<file path="src/rtl/sonic_cmd_resp_wr_if.sv">
// sonic_cmd_resp_wr_if: command-response handshake and TX-stream signals of the response writer
interface sonic_cmd_resp_wr_if #(
    parameter int SEQ_WIDTH = 16
);
    logic [63:0]          cmd_base_rc;
    logic                 cmd_3dw_rcadd;
    logic                 init;
    logic [31:0]          cmd_type;
    logic [15:0]          requester_id;
    logic                 resp_valid;
    logic                 resp_ready;
    logic [31:0]          resp_status;
    logic [31:0]          resp_data;
    logic                 resp_drop;
    logic                 tx_req;
    logic                 tx_ack;
    logic                 tx_valid;
    logic                 tx_ready;
    logic [63:0]          tx_data;
    logic                 tx_sop;
    logic                 tx_eop;
    logic                 busy;
    logic [SEQ_WIDTH-1:0] resp_seq;
    modport slave (
        input  cmd_base_rc, cmd_3dw_rcadd, init, cmd_type, requester_id,
        input  resp_valid, resp_status, resp_data, tx_ack, tx_ready,
        output resp_ready, resp_drop, tx_req, tx_valid, tx_data, tx_sop, tx_eop, busy, resp_seq
    );
    modport master (
        output cmd_base_rc, cmd_3dw_rcadd, init, cmd_type, requester_id,
        output resp_valid, resp_status, resp_data, tx_ack, tx_ready,
        input  resp_ready, resp_drop, tx_req, tx_valid, tx_data, tx_sop, tx_eop, busy, resp_seq
    );
endinterface

</file>
<file path="src/rtl/sonic_cmd_resp_wr.sv">
// sonic_cmd_resp_wr: posts a 4-DW response record to host memory as a PCIe MWr TLP in 64-bit beats
module sonic_cmd_resp_wr #(
    parameter logic [7:0] REQ_TAG   = 8'h00,
    parameter int         SEQ_WIDTH = 16
) (
    input logic                clk_in,
    input logic                rst,
    sonic_cmd_resp_wr_if.slave bus
);
    typedef enum logic [2:0] {IDLE, REQ, HDR0, HDR1, DAT0, DAT1} state_t;
    state_t               r_state;
    logic [63:0]          r_addr;
    logic [63:0]          r_tx_data;
    logic                 r_3dw;
    logic                 r_tx_req;
    logic                 r_tx_valid;
    logic                 r_sop;
    logic                 r_eop;
    logic                 r_resp_ready;
    logic                 r_resp_drop;
    logic [31:0]          r_type;
    logic [31:0]          r_status;
    logic [31:0]          r_data;
    logic [15:0]          r_rid;
    logic [SEQ_WIDTH-1:0] r_seq;
    logic                 w_beat_ok;
    logic                 w_take;
    logic                 w_reject;
    assign w_beat_ok = r_tx_valid && bus.tx_ready;
    // r_resp_ready still high means the engine has not yet seen the previous handshake
    assign w_take    = (r_state == IDLE) && bus.resp_valid && !r_resp_ready;
    assign w_reject  = bus.init || (bus.cmd_base_rc == 64'h0);
    always_ff @(posedge clk_in) begin
        if (rst) begin
            r_state      <= IDLE;
            r_addr       <= '0;
            r_tx_data    <= '0;
            r_3dw        <= 1'b0;
            r_tx_req     <= 1'b0;
            r_tx_valid   <= 1'b0;
            r_sop        <= 1'b0;
            r_eop        <= 1'b0;
            r_resp_ready <= 1'b0;
            r_resp_drop  <= 1'b0;
            r_type       <= '0;
            r_status     <= '0;
            r_data       <= '0;
            r_rid        <= '0;
            r_seq        <= '0;
        end else begin
            r_resp_ready <= w_take;
            r_resp_drop  <= w_take && w_reject;
            case (r_state)
                IDLE: if (w_take && !w_reject) begin
                    r_state  <= REQ;
                    r_tx_req <= 1'b1;
                    r_addr   <= bus.cmd_base_rc;
                    r_3dw    <= bus.cmd_3dw_rcadd;
                    r_type   <= bus.cmd_type;
                    r_status <= bus.resp_status;
                    r_data   <= bus.resp_data;
                    r_rid    <= bus.requester_id;
                end
                REQ: if (bus.tx_ack) begin
                    r_state    <= HDR0;
                    r_tx_req   <= 1'b0;
                    r_tx_valid <= 1'b1;
                    r_sop      <= 1'b1;
                    r_tx_data  <= {r_rid, REQ_TAG, 8'hFF, r_3dw ? 32'h4000_0004 : 32'h6000_0004};
                end
                HDR0: if (w_beat_ok) begin
                    r_state   <= HDR1;
                    r_sop     <= 1'b0;
                    // 3DW header pads the upper DW so the payload stays qword aligned
                    r_tx_data <= r_3dw ? {32'h0, r_addr[31:0]} : {r_addr[31:0], r_addr[63:32]};
                end
                HDR1: if (w_beat_ok) begin
                    r_state   <= DAT0;
                    r_tx_data <= {r_status, r_type};
                end
                DAT0: if (w_beat_ok) begin
                    r_state   <= DAT1;
                    r_eop     <= 1'b1;
                    r_tx_data <= {{(32-SEQ_WIDTH){1'b0}}, r_seq, r_data};
                end
                DAT1: if (w_beat_ok) begin
                    r_state    <= IDLE;
                    r_tx_valid <= 1'b0;
                    r_eop      <= 1'b0;
                    r_tx_data  <= '0;
                    r_seq      <= r_seq + 1'b1;
                end
                default: r_state <= IDLE;
            endcase
        end
    end
    assign bus.resp_ready = r_resp_ready;
    assign bus.resp_drop  = r_resp_drop;
    assign bus.tx_req     = r_tx_req;
    assign bus.tx_valid   = r_tx_valid;
    assign bus.tx_data    = r_tx_data;
    assign bus.tx_sop     = r_sop;
    assign bus.tx_eop     = r_eop;
    assign bus.busy       = r_state != IDLE;
    assign bus.resp_seq   = r_seq;
endmodule

</file>
<file path="src/flat_wrapper.sv">
// flat-port wrapper written by rule: the top's interface ports become plain ports
module sonic_cmd_resp_wr_flat 
#(
    parameter logic [7:0] REQ_TAG   = 8'h00,
    parameter int         SEQ_WIDTH = 16
)
  (clk_in, rst, bus_cmd_base_rc, bus_cmd_3dw_rcadd, bus_init, bus_cmd_type, bus_requester_id, bus_resp_valid, bus_resp_status, bus_resp_data, bus_tx_ack, bus_tx_ready, bus_resp_ready, bus_resp_drop, bus_tx_req, bus_tx_valid, bus_tx_data, bus_tx_sop, bus_tx_eop, bus_busy, bus_resp_seq);
  sonic_cmd_resp_wr_if #(.SEQ_WIDTH(SEQ_WIDTH)) bus_i ();
  input logic clk_in;
  input logic rst;
  input wire logic [$bits(bus_i.cmd_base_rc)-1:0] bus_cmd_base_rc;
  input wire logic [$bits(bus_i.cmd_3dw_rcadd)-1:0] bus_cmd_3dw_rcadd;
  input wire logic [$bits(bus_i.init)-1:0] bus_init;
  input wire logic [$bits(bus_i.cmd_type)-1:0] bus_cmd_type;
  input wire logic [$bits(bus_i.requester_id)-1:0] bus_requester_id;
  input wire logic [$bits(bus_i.resp_valid)-1:0] bus_resp_valid;
  input wire logic [$bits(bus_i.resp_status)-1:0] bus_resp_status;
  input wire logic [$bits(bus_i.resp_data)-1:0] bus_resp_data;
  input wire logic [$bits(bus_i.tx_ack)-1:0] bus_tx_ack;
  input wire logic [$bits(bus_i.tx_ready)-1:0] bus_tx_ready;
  output wire logic [$bits(bus_i.resp_ready)-1:0] bus_resp_ready;
  output wire logic [$bits(bus_i.resp_drop)-1:0] bus_resp_drop;
  output wire logic [$bits(bus_i.tx_req)-1:0] bus_tx_req;
  output wire logic [$bits(bus_i.tx_valid)-1:0] bus_tx_valid;
  output wire logic [$bits(bus_i.tx_data)-1:0] bus_tx_data;
  output wire logic [$bits(bus_i.tx_sop)-1:0] bus_tx_sop;
  output wire logic [$bits(bus_i.tx_eop)-1:0] bus_tx_eop;
  output wire logic [$bits(bus_i.busy)-1:0] bus_busy;
  output wire logic [$bits(bus_i.resp_seq)-1:0] bus_resp_seq;
  assign bus_i.cmd_base_rc = bus_cmd_base_rc;
  assign bus_i.cmd_3dw_rcadd = bus_cmd_3dw_rcadd;
  assign bus_i.init = bus_init;
  assign bus_i.cmd_type = bus_cmd_type;
  assign bus_i.requester_id = bus_requester_id;
  assign bus_i.resp_valid = bus_resp_valid;
  assign bus_i.resp_status = bus_resp_status;
  assign bus_i.resp_data = bus_resp_data;
  assign bus_i.tx_ack = bus_tx_ack;
  assign bus_i.tx_ready = bus_tx_ready;
  assign bus_resp_ready = bus_i.resp_ready;
  assign bus_resp_drop = bus_i.resp_drop;
  assign bus_tx_req = bus_i.tx_req;
  assign bus_tx_valid = bus_i.tx_valid;
  assign bus_tx_data = bus_i.tx_data;
  assign bus_tx_sop = bus_i.tx_sop;
  assign bus_tx_eop = bus_i.tx_eop;
  assign bus_busy = bus_i.busy;
  assign bus_resp_seq = bus_i.resp_seq;
  sonic_cmd_resp_wr #(.REQ_TAG(REQ_TAG), .SEQ_WIDTH(SEQ_WIDTH)) u_core (.clk_in(clk_in), .rst(rst), .bus(bus_i));
endmodule
</file>
<file path="config.mk">
export PLATFORM = sky130hd
export DESIGN_NAME = sonic_cmd_resp_wr_flat
export DESIGN_NICKNAME = d
export VERILOG_FILES = /design/src/rtl/sonic_cmd_resp_wr_if.sv /design/src/rtl/sonic_cmd_resp_wr.sv /design/src/flat_wrapper.sv
export SDC_FILE = /design/constraint.sdc
export NUM_CORES = 1
export LEC_CHECK = 0
export BUFFER_PORTS_ARGS = -buffer_cell sky130_fd_sc_hd__buf_2
export CORE_MARGIN = 2
export CORE_UTILIZATION = 59
export CTS_CLUSTER_SIZE = 14
export DETAILED_ROUTE_END_ITERATION = 6
export MAX_ROUTING_LAYER = met4
export PLACE_DENSITY = 0.88
export SYNTH_ARGS = -nofsm -noshare
export SYNTH_HDL_FRONTEND = slang
export SYNTH_SLANG_ARGS = --single-unit
</file>
<file path="constraint.sdc">
create_clock -name clk_in -period 5.8 [get_ports clk_in]
set_input_delay 1.16 -clock clk_in [delete_from_list [all_inputs] [get_ports clk_in]]
set_output_delay 1.16 -clock clk_in [all_outputs]
set_load 0.005 [all_outputs]
</file>
### After elaboration in Yosys (flattened, before gate mapping)

Index checks and enable logic that the tools add are counted.

| cells by class | value |
|---|---|
| $add $sub $neg | 1 |
| equal/unequal tests | 11 |
| muxes and demuxes | 24 |
| reduce and logical (&&, ||, !) cells | 24 |

Operator list:

| cell | number |
|---|---|
| 2-to-1 mux 64 bit | 6 |
| one-hot mux 64 bit (5 select lines) | 1 |
| logical NOT 64 bit | 1 |
| 2-to-1 mux 30 bit | 1 |
| 2-to-1 mux 3 bit | 6 |
| one-hot mux 3 bit (6 select lines) | 1 |
| adder 16 x 1 -> 16 bit, second input constant | 1 |
| AND reduction 3 bit | 4 |
| AND reduction 6 bit | 2 |
| inequality test 2 x 1 -> 1 bit, second input constant | 4 |
| one-hot mux 1 bit (2 select lines) | 4 |
| nonzero test 2 bit | 4 |
| == test 3 x 2 -> 1 bit, second input constant | 2 |
| == test 3 bit, second input constant | 2 |
| logical AND 1 bit | 5 |
| 2-to-1 mux 1 bit | 5 |
| nonzero test 5 bit | 1 |
| inequality test 2 bit, second input constant | 2 |
| AND reduction 2 bit | 2 |
| == test 3 x 1 -> 1 bit, second input constant | 1 |
| logical NOT 3 bit | 1 |
| nonzero test 3 bit | 1 |
| logical NOT 1 bit | 2 |
| logical OR 1 bit | 1 |

| word-level totals | value |
|---|---|
| bits in registers | 266 |
| bits of input ports | 183 |
| output and inout bits | 87 |

### Logic depth before layout (Yosys ltp)

| logic depth | value |
|---|---|
| depth after elaboration | 6 |
| mapped depth | 8 |
| mapped depth without buffers | 6 |

### Worst setup path before layout

No wires, ideal clock.

| path | value |
|---|---|
| kind | input to register |
| start point | input port bus_cmd_base_rc[46] |
| end point | register u_core.r_addr[44] |
| setup time | 0.059 ns |
| arrival | 2.813 ns |
| setup slack | 2.928 ns |
| stages | 7 |
| cells stage by stage | nor4_1 nand4_1 nor4_4 buf_2 buf_1 o311a_1 a31o_1 |

| on the way | value |
|---|---|
| word-level cells in the longest chain between the ends | 5 |

Ends and longest elaborated chain:

| what | line | text |
|---|---|---|
| start: declaration | flat_wrapper.sv:11 | `input wire logic [$bits(bus_i.cmd_base_rc)-1:0] bus_cmd_base_rc;` |
| logical NOT 64 bit | sonic_cmd_resp_wr.sv:32 | `assign w_reject = bus.init \|\| (bus.cmd_base_rc == 64'h0);` |
| logical OR 1 bit | sonic_cmd_resp_wr.sv:32 |  |
| logical NOT 1 bit | sonic_cmd_resp_wr.sv:54 | `IDLE: if (w_take && !w_reject) begin` |
| logical AND 1 bit | sonic_cmd_resp_wr.sv:54 |  |
| AND reduction 2 bit (no source line) | n/a |  |
| end signal: assignment | sonic_cmd_resp_wr.sv:57 | `r_addr <= bus.cmd_base_rc;` |
| end: declaration | sonic_cmd_resp_wr.sv:12 | `logic [63:0] r_addr;` |

Every way passes these cells.
A chain may end at the register's enable or synchronous reset.

### Worst setup path in the final report

| path | value |
|---|---|
| start point | register u_core.r_state[2] |
| end point | register u_core.r_status[26] |

| on the way | value |
|---|---|
| word-level cells in the longest chain between the ends | 5 |

Ends and longest elaborated chain:

| what | line | text |
|---|---|---|
| start: declaration | sonic_cmd_resp_wr.sv:11 | `state_t r_state;` |
| start signal: assignment | sonic_cmd_resp_wr.sv:35 | `r_state <= IDLE;` |
| start signal: assignment | sonic_cmd_resp_wr.sv:55 | `r_state <= REQ;` |
| start signal: assignment | sonic_cmd_resp_wr.sv:65 | `r_state <= HDR0;` |
| logical NOT 3 bit (*) | sonic_cmd_resp_wr.sv:31, sonic_cmd_resp_wr.sv:53 |  |
| logical AND 1 bit (2 in series) | sonic_cmd_resp_wr.sv:31 | `assign w_take = (r_state == IDLE) && bus.resp_valid && !r_resp_ready;` |
| logical AND 1 bit | sonic_cmd_resp_wr.sv:54 |  |
| AND reduction 2 bit (no source line) (*) | n/a |  |
| end signal: assignment | sonic_cmd_resp_wr.sv:60 | `r_status <= bus.resp_status;` |
| end: declaration | sonic_cmd_resp_wr.sv:22 | `logic [31:0] r_status;` |

Every way passes the cells marked *; elsewhere a longest branch is shown, timed or not.

==> flow_summary.yaml <==
timing:
  worst_pin_slew_ps: 1250
  hold_violations: 0
  holdWs_ps: 485
  period_needed_ps: 3380
  setup_tns_ps: 0
  rsz0062_at_grt: "no"
  maxSlewViolCount: 0
  skew_ps: 7.60
  maxSlewHeadroom: 0.162
  setup_ws_ps: 2420
  max_freq_ghz: 0.296
  period_share: 0.583
  setup_viol: 0
clock_tree:
  htreeDepth: 1
  postCtsHoldBufs: 0
  root_buffer: "clkbuf_16"
  cts_setup_buffers: 0
  numCtsBuffers: 28
  cts.clk_slew.worst_paths_ps: 60
  cts_tree: "built"
  clk_latency_ps: 540
  clockBufferDepth: 3
  ctsResizeCount: 0
  cts_sinks: 266
synth:
  synth_top_area_share: 0.442
  synthCells: 1216
  syn_avg_cell_area_um2: 9.92
  synth_top_area_cell: "dfxtp_1"
  yosysSeqAreaShare: 0.442
  ys_warn_count: 0
  syn_area_mm2: 0.0121
  async_flop_share: 0
  synth_nets: 1400
  synth-seq-cells: 266
  synthFlopType: "dfxtp_1"
  synth.area.top_cells: "dfxtp_1, o311a_1, a31o_1, a31o_2, clkbuf_1"
  synth_edf_count: 0
  synth_cell_types: 48
route:
  firstDrtPassIters: 7
  num_vias: 11707
  wl_per_cell_um: 23.6
  wirelength_um: 39100
  drc_errors: 21
  drt_iter0_drc: 1655
  viasPerCell: 7.06
  postRouteAntennaNets: 0
critical_path:
  cp-startpoint: "u_core.r_state[2]"
  start_kind: "flop"
  crit_fanout: 82
  cpPeakStageDelay_ps: 830
  cp.required_ps: 6270
  rr_startpoint: "u_core.r_state[2]"
  ff2ff_setup_slack_ps: 2420
  crit_end: "u_core.r_status[26]"
  r2r_cells: 7
  worstSetupEndpointType: "flop"
  crit_type: "reg2reg"
  arrival_ps: 3850
  crit_chain: "nor2_1 -> nand2_1 -> or3b_4 -> buf_4 -> buf_4 -> o311a_1 -> a31o_1"
  path_common_cell: "buf_4"
  slowest_stage: "buf_4"
  r2r_end: "u_core.r_status[26]"
global_route:
  track_usage: 0.350
  overflow: 0
  grt_pass1_vias: 10449
  grt_max_degree: 224
  antenna_found_initial: 4
  grt_pass1_wl_um: 58900
cells_and_area:
  drive_above_1_share: 0.297
  multi_input_area_mm2: 0.00608
  final_nets: 1547
  fin_util: 0.702
  fillCellCount: 1522
  final_common_cell: "buf_2"
  area_growth_pct: 17.4
  seqCellArea_mm2: 0.00533
  final_area_mm2: 0.0142
  final_cell_mix: "buf_2, dfxtp_1, o311a_1"
floorplan:
  die_w_um: 147
  dieArea_mm2: 0.0216
  num_io_pins: 270
  die_height_um: 147
  num_rows: 52
  start_util: 0.598
  design.core.area_mm2: 0.0202
place:
  pre_cts_slack_ps: 1990
  dp_hpwl_um: 24200
  placed_area_mm2: 0.0133
  port_buffers: 269
  gp_congestion: 0.917
pwr:
  power_density_mw_per_mm2: 294
  peakVddDrop_mv: 0.242
  p_leak_nw: 5.76
flow_run:
  drv_cap: 0
outcome:
  outcome: "finished with violations"
  violations: "DRC"
min_path:
  holdCritPathClass: "reg2reg"
-- per-stage QoR --
| step | std cells | power (mW) |
|---|---|---|
| floorplan | 1216 | 2.30 |
| finish | 1658 | 4.17 |
| CTS | 1652 | 4.15 |
| detailed placement | 1603 | 2.48 |
| global route | 1656 | 4.28 |
| global placement | 1603 | 2.47 |
-- cell type report --
class	count	share of cell area
clock buffers	45	0.0597
inverters	6	0.00212
clock inverters	4	0.00141
diodes	6	0.00106
multi-input cells	774	0.429
well taps	270	0.0239
repair buffers	287	0.106
flip-flops and latches	266	0.376
-- how the worst min path moves through the flow --
stage                                      start                      to  slack, ps  depth (start not counted)
final                          u_core.bus.tx_req       u_core.bus.tx_req        480                          1
after global routing           u_core.bus.tx_req       u_core.bus.tx_req        510                          1
after floorplan           u_core.bus.tx_data[40]  u_core.bus.tx_data[40]        480                          2
after detailed placement       u_core.bus.tx_req       u_core.bus.tx_req        470                          1
after CTS                      u_core.bus.tx_req       u_core.bus.tx_req        490                          1
after global placement         u_core.bus.tx_req       u_core.bus.tx_req        460                          1
-- critical path, delay by kind of cell, from the launching register on --
| kind | cells | cell delay, ps |
|---|---|---|
| buf+inv | 2 | 1500 |
| compound gates | 2 | 370 |
| flops | 1 | 600 |
| simple gates | 3 | 770 |
-- cells in the mapped netlist, types with 6 or more instances --
library cell,n
dfxtp_1,266
o311a_1,177
clkbuf_1,140
a31o_1,110
nor2_1,86
a31o_2,67
nand2_1,42
o21ai_0,38
a222oi_1,32
mux2i_1,31
a22o_1,29
a22oi_1,29
buf_2,26
a211oi_1,25
nor4_1,17
nor3_1,12
a21oi_1,11
a2bb2oi_1,8
nand4_1,8
nand3_1,6
xnor2_1,6
-- layer usage --
layer / global-route usage / part of all wire / routed length, µm / vias to the layer above
met1: 0.468 / 0.39 / 15400 / 5592
met4: 0.180 / 0.058 / 2270 / 0
met2: 0.526 / 0.46 / 17800 / 744
met3: 0.0419 / 0.092 / 3590 / 134
li1: - / - / - / 5237
met5: - / 0 / 0 / -
-- report_power, final --
part           internal [mW]  switching, mW
logic                  0.180          0.297
clock network          0.988          0.718
registers               1.91         0.0697
total                   3.08           1.08
-- state kept, by name, indices dropped and copies added, names as in the netlist --
signal / count
u_core.bus.tx_data: 64
u_core.r_addr: 64
u_core.r_data: 32
u_core.r_status: 32
u_core.r_type: 32
u_core.bus.resp_seq: 16
u_core.r_rid: 16
u_core.r_state: 3
u_core.bus.resp_drop: 1
u_core.bus.resp_ready: 1
u_core.bus.tx_eop: 1
u_core.bus.tx_req: 1
u_core.bus.tx_sop: 1
u_core.bus.tx_valid: 1
u_core.r_3dw: 1
-- cell families (layout without fill, tap and decap cells) --
kind of cell             count (synthesis)  in the layout  share of synthesized area
other                                    0              6                          0
flip-flops                             266            266                      0.442
multiplexers                            31             31                     0.0257
buffers and inverters                  176            342                     0.0575
adder cells (fa/ha/maj)                  1              1                    0.00104
AO/OA/AOI/OAI                          538            538                      0.391
XOR/XNOR                                11             11                    0.00799
AND/OR/NAND/NOR                        193            193                     0.0749
Power figures use the tool's default switching activity.
